## src/rtl/regfile_pkg.sv

```systemverilog
// Shared defaults and write-buffer record for the two-read/one-write register file.
package regfile_pkg;
  localparam int DEF_NUM_REGS = 16;
  localparam int DEF_DATA_W   = 64;
  localparam int DEF_ADDR_W   = 4;

  // The record is sized by the package defaults.
  typedef struct packed {
    logic                  valid;
    logic [DEF_ADDR_W-1:0] addr;
    logic [DEF_DATA_W-1:0] data;
  } wbuf_t;
endpackage

```

## src/rtl/regfile_rd_port.sv

```systemverilog
// One registered read port: address range check, write-buffer forwarding, and the output flops.
module regfile_rd_port #(
  parameter int NUM_REGS = 16,
  parameter int DATA_W   = 64,
  parameter int ADDR_W   = 4
) (
  input  logic                             clk,
  input  logic                             reset,
  input  logic                             read_en,
  input  logic [ADDR_W-1:0]                raddr,
  input  logic                             wbuf_valid,
  input  logic [ADDR_W-1:0]                wbuf_addr,
  input  logic [DATA_W-1:0]                wbuf_data,
  input  logic [NUM_REGS-1:0][DATA_W-1:0]  regs,
  input  logic [NUM_REGS-1:0]              written,
  output logic [DATA_W-1:0]                rdata,
  output logic                             rvalid,
  output logic                             rd_uninit
);
  logic              in_range;
  logic              hit;
  logic [DATA_W-1:0] rd_mux;
  logic              uninit_mux;

  always_comb begin
    in_range   = 32'(raddr) < NUM_REGS;
    hit        = wbuf_valid && (wbuf_addr == raddr);
    rd_mux     = '0;
    uninit_mux = 1'b1;
    // The written bit is set at capture, so it already covers a buffered write.
    if (in_range) begin
      rd_mux     = hit ? wbuf_data : regs[raddr];
      uninit_mux = ~written[raddr];
    end
  end

  always_ff @(posedge clk or posedge reset) begin
    if (reset) begin
      rdata     <= '0;
      rvalid    <= 1'b0;
      rd_uninit <= 1'b0;
    end else begin
      rvalid <= read_en;
      if (read_en) begin
        rdata     <= rd_mux;
        rd_uninit <= uninit_mux;
      end
    end
  end
endmodule

```

## src/rtl/regfile_resp.sv

```systemverilog
// Register file with a one-entry write buffer in front of the array and two forwarding read ports.
module regfile_resp
  import regfile_pkg::*;
#(
  parameter int NUM_REGS = DEF_NUM_REGS,
  parameter int DATA_W   = DEF_DATA_W,
  parameter int ADDR_W   = DEF_ADDR_W
) (
  input  logic              clk,
  input  logic              reset,
  input  logic [1:0]        read_en,
  input  logic [ADDR_W-1:0] raddr_0,
  input  logic [ADDR_W-1:0] raddr_1,
  input  logic              write_en,
  input  logic [ADDR_W-1:0] waddr,
  input  logic [DATA_W-1:0] wdata,
  output logic [DATA_W-1:0] rdata_0,
  output logic [DATA_W-1:0] rdata_1,
  output logic [1:0]        rvalid,
  output logic [1:0]        rd_uninit
);
  logic [NUM_REGS-1:0][DATA_W-1:0] regs;
  logic [NUM_REGS-1:0]             written;
  wbuf_t                           wbuf;
  logic                            w_ok;

  logic [1:0][ADDR_W-1:0] raddr;
  logic [1:0][DATA_W-1:0] rdata;

  assign w_ok    = write_en && (32'(waddr) < NUM_REGS);
  assign raddr   = {raddr_1, raddr_0};
  assign rdata_0 = rdata[0];
  assign rdata_1 = rdata[1];

  // Capture this cycle, commit next cycle; a reset in between drops the buffered write.
  always_ff @(posedge clk or posedge reset) begin
    if (reset) begin
      regs    <= '0;
      written <= '0;
      wbuf    <= '0;
    end else begin
      wbuf.valid <= w_ok;
      if (write_en) begin
        wbuf.addr <= waddr;
        wbuf.data <= wdata;
      end
      if (w_ok) written[waddr] <= 1'b1;
      if (wbuf.valid) regs[wbuf.addr] <= wbuf.data;
    end
  end

  for (genvar p = 0; p < 2; p++) begin : g_rd
    regfile_rd_port #(
      .NUM_REGS(NUM_REGS),
      .DATA_W  (DATA_W),
      .ADDR_W  (ADDR_W)
    ) u_rd (
      .clk       (clk),
      .reset     (reset),
      .read_en   (read_en[p]),
      .raddr     (raddr[p]),
      .wbuf_valid(wbuf.valid),
      .wbuf_addr (wbuf.addr),
      .wbuf_data (wbuf.data),
      .regs      (regs),
      .written   (written),
      .rdata     (rdata[p]),
      .rvalid    (rvalid[p]),
      .rd_uninit (rd_uninit[p])
    );
  end
endmodule
```

## config.mk

```make
export PLATFORM = sky130hd
export DESIGN_NAME = regfile_resp
export DESIGN_NICKNAME = d
export VERILOG_FILES = /design/src/rtl/regfile_pkg.sv /design/src/rtl/regfile_rd_port.sv /design/src/rtl/regfile_resp.sv
export SDC_FILE = /design/constraint.sdc
export NUM_CORES = 2
export LEC_CHECK = 0
export CAP_MARGIN = 30
export CORE_UTILIZATION = 50
export CTS_CLUSTER_DIAMETER = 200
export DETAILED_ROUTE_END_ITERATION = 10
export PLACE_DENSITY = 0.67
export SLEW_MARGIN = 40
export SYNTH_ARGS = -nofsm -noshare
export SYNTH_HDL_FRONTEND = slang
export SYNTH_HIERARCHICAL = 1
export SYNTH_SLANG_ARGS = --single-unit
```

## constraint.sdc

```tcl
create_clock -name clk -period 45.3 [get_ports clk]
set_input_delay 9.06 -clock clk [delete_from_list [all_inputs] [get_ports clk]]
set_output_delay 9.06 -clock clk [all_outputs]
set_load 0.01 [all_outputs]
```

# Word-level counts from Yosys, hierarchy flattened
# Index checks and enable logic that the tools add are counted.
[op_classes]
n_lt_le_gt_ge = 6
eq_ne = 2
mux = 15
n_bitwise = 3
n_reduce_logical = 4
[ops]
columns = ["op", "n"]
rows = [
  ["1024-bit bitwise mux", 1],
  ["64-bit binary-select mux with 4-bit select", 2],
  ["64-bit two-way mux", 5],
  ["64-bit demux with 4-bit select", 1],
  ["4-bit by 5-bit < comparator with 1-bit output (second input constant)", 4],
  ["16-bit bitwise OR", 1],
  ["1-bit binary-select mux with 4-bit select", 2],
  ["4-bit == test", 2],
  ["4-bit by 1-bit >= comparator with 1-bit output (second input constant)", 2],
  ["1-bit demux with 4-bit select", 1],
  ["1-bit logical AND", 4],
  ["1-bit two-way mux", 3],
  ["1-bit inverter", 2],
]
[totals]
reg_bits = 1241
inputBits = 81
wordCells = 56

# Longest topological paths before layout
[depth]
ltp_word = 5
ltp_mapped = 8
ltp_nobuf = 4

# Hierarchy
# The synthesis kept the hierarchy.
[modules_own_cells]
columns = ["module", "n_inst", "cells_per_inst", "area_per_inst_um2"]
rows = [
  ["regfile_resp", 1, 2432, 41621.2],
  ["regfile_rd_port", 2, 1056, 11527.3],
]

# Worst setup path before layout
# No wires, ideal clock.
[synth_path]
kind = "input -> register"
start = "in raddr_0[1]"
end = "reg g_rd[0].u_rd.rdata[10]"
arrival_time_ps = 10360
t_required_ps = 45159
path_slack_ps = 34799
cell_stages = 6
cell_sequence = "buf_6 -> buf_2 -> mux4_2 -> mux2_2 -> nand2_1 -> a31oi_1"
[synth_via]
elab_chain_cells = 3
word_cells_on_any_way = 5
[synth_lines]
columns = ["element", "line_no", "rtl"]
rows = [
  ["start, declared", "regfile_resp.sv:12", "input logic [ADDR_W-1:0] raddr_0,"],
  ["64-bit binary-select mux with 4-bit select / 4-bit == test (equally long branches)", "regfile_rd_port.sv:32, regfile_rd_port.sv:27", ""],
  ["64-bit two-way mux (implied by the code) / 1-bit logical AND (equally long branches)", "regfile_rd_port.sv:32, regfile_rd_port.sv:27", ""],
  ["64-bit two-way mux (*)", "regfile_rd_port.sv:32", "rd_mux = hit ? wbuf_data : regs[raddr];"],
  ["end signal, assigned", "regfile_rd_port.sv:45", "rdata <= rd_mux;"],
  ["end, declared", "regfile_rd_port.sv:16", "output logic [DATA_W-1:0] rdata,"],
]
# Mark *: on every way between the ends. The rest lies on a longest branch, timed or not. The select of a mux whose other input is x is not followed.
# A chain may end at the register's enable or synchronous reset.

==> results.md <==
- GP Congestion: 0.7787
- Final Util: 56.56%
- CP Capture Type: asynchronous set/reset pin
- Synthesized area: 0.06468 mm^2
- FMAX: 0.07900 GHz
- Mapped Cells: 4544
- Std cell rows: 131
- Unique masters post-synth: 40
- I/O pins: 213
- RSZ-0062 raised after global routing: false
- P_leak: 31.44 nW
- Fraction of registers with async set/reset: 100.0%
- Max-cap violations: 0
- Die Span X: 361.7 um
- Slew Viols, Final: 0
- Final Cycle Share: 27.94%
- CTS Sinks: 1241
- CTS Buf Count: 136
- Final Hold Fails: 0
- Syn nets: 4625
- CP Data Arrival Time: 13.50 ns
- Req. time, crit path: 46.14 ns
- Fraction of layout cells with a size suffix above 1: 41.95%
- Crit Path Max Fanout: 137
- Largest net degree at the start of global routing: 138
- Worst vdd ir: 35.34 uV
- Post-route minimum period: 12.66 ns
- Skew-Pair Late Insertion Delay: 0.78 ns
- DR DRC count: 0
- Clock Skew: 0.02303 ns
- Cts hold-fix bufs: 0
- Synthesis-to-finish area growth: 11.95%
- Max Root-Sink Buffers: 3
- Sum of negative setup slack: 0 ns
- Clock-pin slew of the registers on the worst-case setup and hold paths: 0.06 ns
- Final worst slack: 32.64 ns
- Vias in the first global route: 43080
- Iteration-0 DRC Markers: 4060
- DRT Wirelength: 193000 um
- H-tree Lvls: 4
- CTS resizes: 0
- Actual slew at the worst max-slew pin: 0.9449 ns
- Pre-CTS setup slack: 31.43 ns
- Initial cell density of the core: 50.52%
- CTS root buf: clkbuf_16
- Antenna Nets Post-Route: 0
- Synthesis-stage register bit count: 1241
- Gr ovfl total: 0
- Setup crit start kind: input port
- Synth warnings: 6
- DIE AREA: 0.1308 mm^2
- Syn Area/Cell: 14.23 um^2
- Wirelength per Cell: 30.27 um
- P per Cell Area: 56.04 mW/mm^2
- DP HPWL: 102900 um
- Post-CTS Setup Bufs: 0
- Core Area: 0.1280 mm^2
- Initial antenna violation count: 5
- PortBufs: 212
- Overall routing resource usage: 29.83%
- Synth Flop Type: dfrtp_1
- DRT Pass-1 Iters: 6
- Crit Path Category: in -> async
- Final Net Count: 4622
- Global-route wire length before repair: 290100 um
- Drt via density: 6.604
- Max-slew headroom: 37.01%
- Outcome: finished clean
- EDFF count, synth: 0
- Sequential-to-total area share from yosys stat: 48.02%
- CTS tree: done
- DR vias: 42100
- HP Class: reg -> reg
- Setup violations, final: 0
- Die Height: 361.7 um
## final cells by class
type                       instances  area (um^2)
multi-input combinational       2716        30880
sequential                      1241        31050
timing repair buffer             309         3258
clock buffer                     206         4085
fill                           10150        55610
tap                             1729         2163
inverter                         137        541.8
clock inverter                    32        410.4
antenna                            4        10.01
## cells in the mapped netlist, types with 12 or more instances
library cell | count | share of area [%]
mux4_2 | 392 | 14
buf_4 | 20 | 0.23
a221oi_1 | 128 | 1.7
mux2_4 | 60 | 1.4
o21ai_1 | 58 | 0.45
mux2i_1 | 260 | 4.0
inv_1 | 137 | 0.80
mux2_2 | 1148 | 20
o21ai_0 | 71 | 0.55
clkbuf_1 | 198 | 1.1
nor2_1 | 131 | 0.76
a41o_1 | 129 | 2.0
buf_2 | 177 | 1.4
buf_6 | 35 | 0.61
nand2_1 | 134 | 0.78
dfrtp_1 | 1241 | 48
a31oi_1 | 128 | 1.2
buf_1 | 12 | 0.070
## sequential cells by signal (all words and copies together) (netlist names)
signal and flops:
regs 1024, g_rd.u_rd/rdata 128, wbuf 69, written 16, g_rd.u_rd/rd_uninit 2, g_rd.u_rd/rvalid 2
## where the power goes
| part | internal, mW | switching (mW) |
|---|---|---|
| logic | 0.703 | 0.374 |
| registers | 1.52 | 0.335 |
| clock network | 0.667 | 0.460 |
| total | 2.89 | 1.17 |
## critical path, cell delays in order
cell and delay [ns]:
clkdlybuf4s50_1 0.64, inv_12 0.56, buf_6 0.58, buf_6 0.61, buf_6 0.59, buf_6 0.54
buf_6 0.60
## metrics by stage
step	hold slack [ns]	instance area, um^2	power [mW]	cells
3_5_place_dp	0.4875	67890	2.935	6132
5_1_grt	0.5180	72390	4.255	6370
4_1_cts	0.4995	72380	4.066	6370
2_1_floorplan	0.4401	64680	2.618	4544
6_report	0.4958	72400	4.057	6374
3_3_place_gp	0.4643	67450	2.876	6117
## cell families (layout without fill, tap and decap cells)
family          after synthesis  after routing  share of synthesized area, %
simple gates                306            306                         1.987
flops                      1241           1241                         48.02
buf+inv                     587            684                         4.473
xor+xnor                      8              8                        0.1083
compound gates              531            531                         6.169
mux                        1871           1871                         39.25
other cells                   0              4                             0
## placed cells by master, fill, tap and decap left out, types with 47 or more instances in the layout
cell / n
clkdlybuf4s50_1: 203
a41o_1: 129
mux2_2: 1148
buf_4: 47
inv_1: 132
clkbuf_16: 143
o21ai_0: 71
a221oi_1: 128
dfrtp_1: 1241
mux4_2: 392
o21ai_1: 58
nor2_1: 131
mux2i_1: 260
mux2_4: 60
a31oi_1: 128
nand2_1: 133
## path summary, 6_finish.rpt
path | from | to | slack (ns) | cells past startpoint
min in group asynchronous | reset | wbuf[55] | 9.01 | 2
worst max-delay path | reset | regs[780] | 32.64 | 7
max in group clk | raddr_1[0] | g_rd[1].u_rd/rdata[33] | 33.61 | 7
worst min-delay path | written[1] | written[1] | 0.50 | 1
worst max register to register | wbuf[65] | regs[79] | 42.27 | 4
worst min register to register | written[1] | written[1] | 0.50 | 1
## layer usage
layer	share of wire [%]	vias up	global-route usage [%]
li1	-	17310	-
met1	43	22710	42.45
met2	47	1716	46.52
met3	7.1	364	4.878
met4	3.1	0	10.46
met5	0	-	0
(Power assumes the default switching activity.)
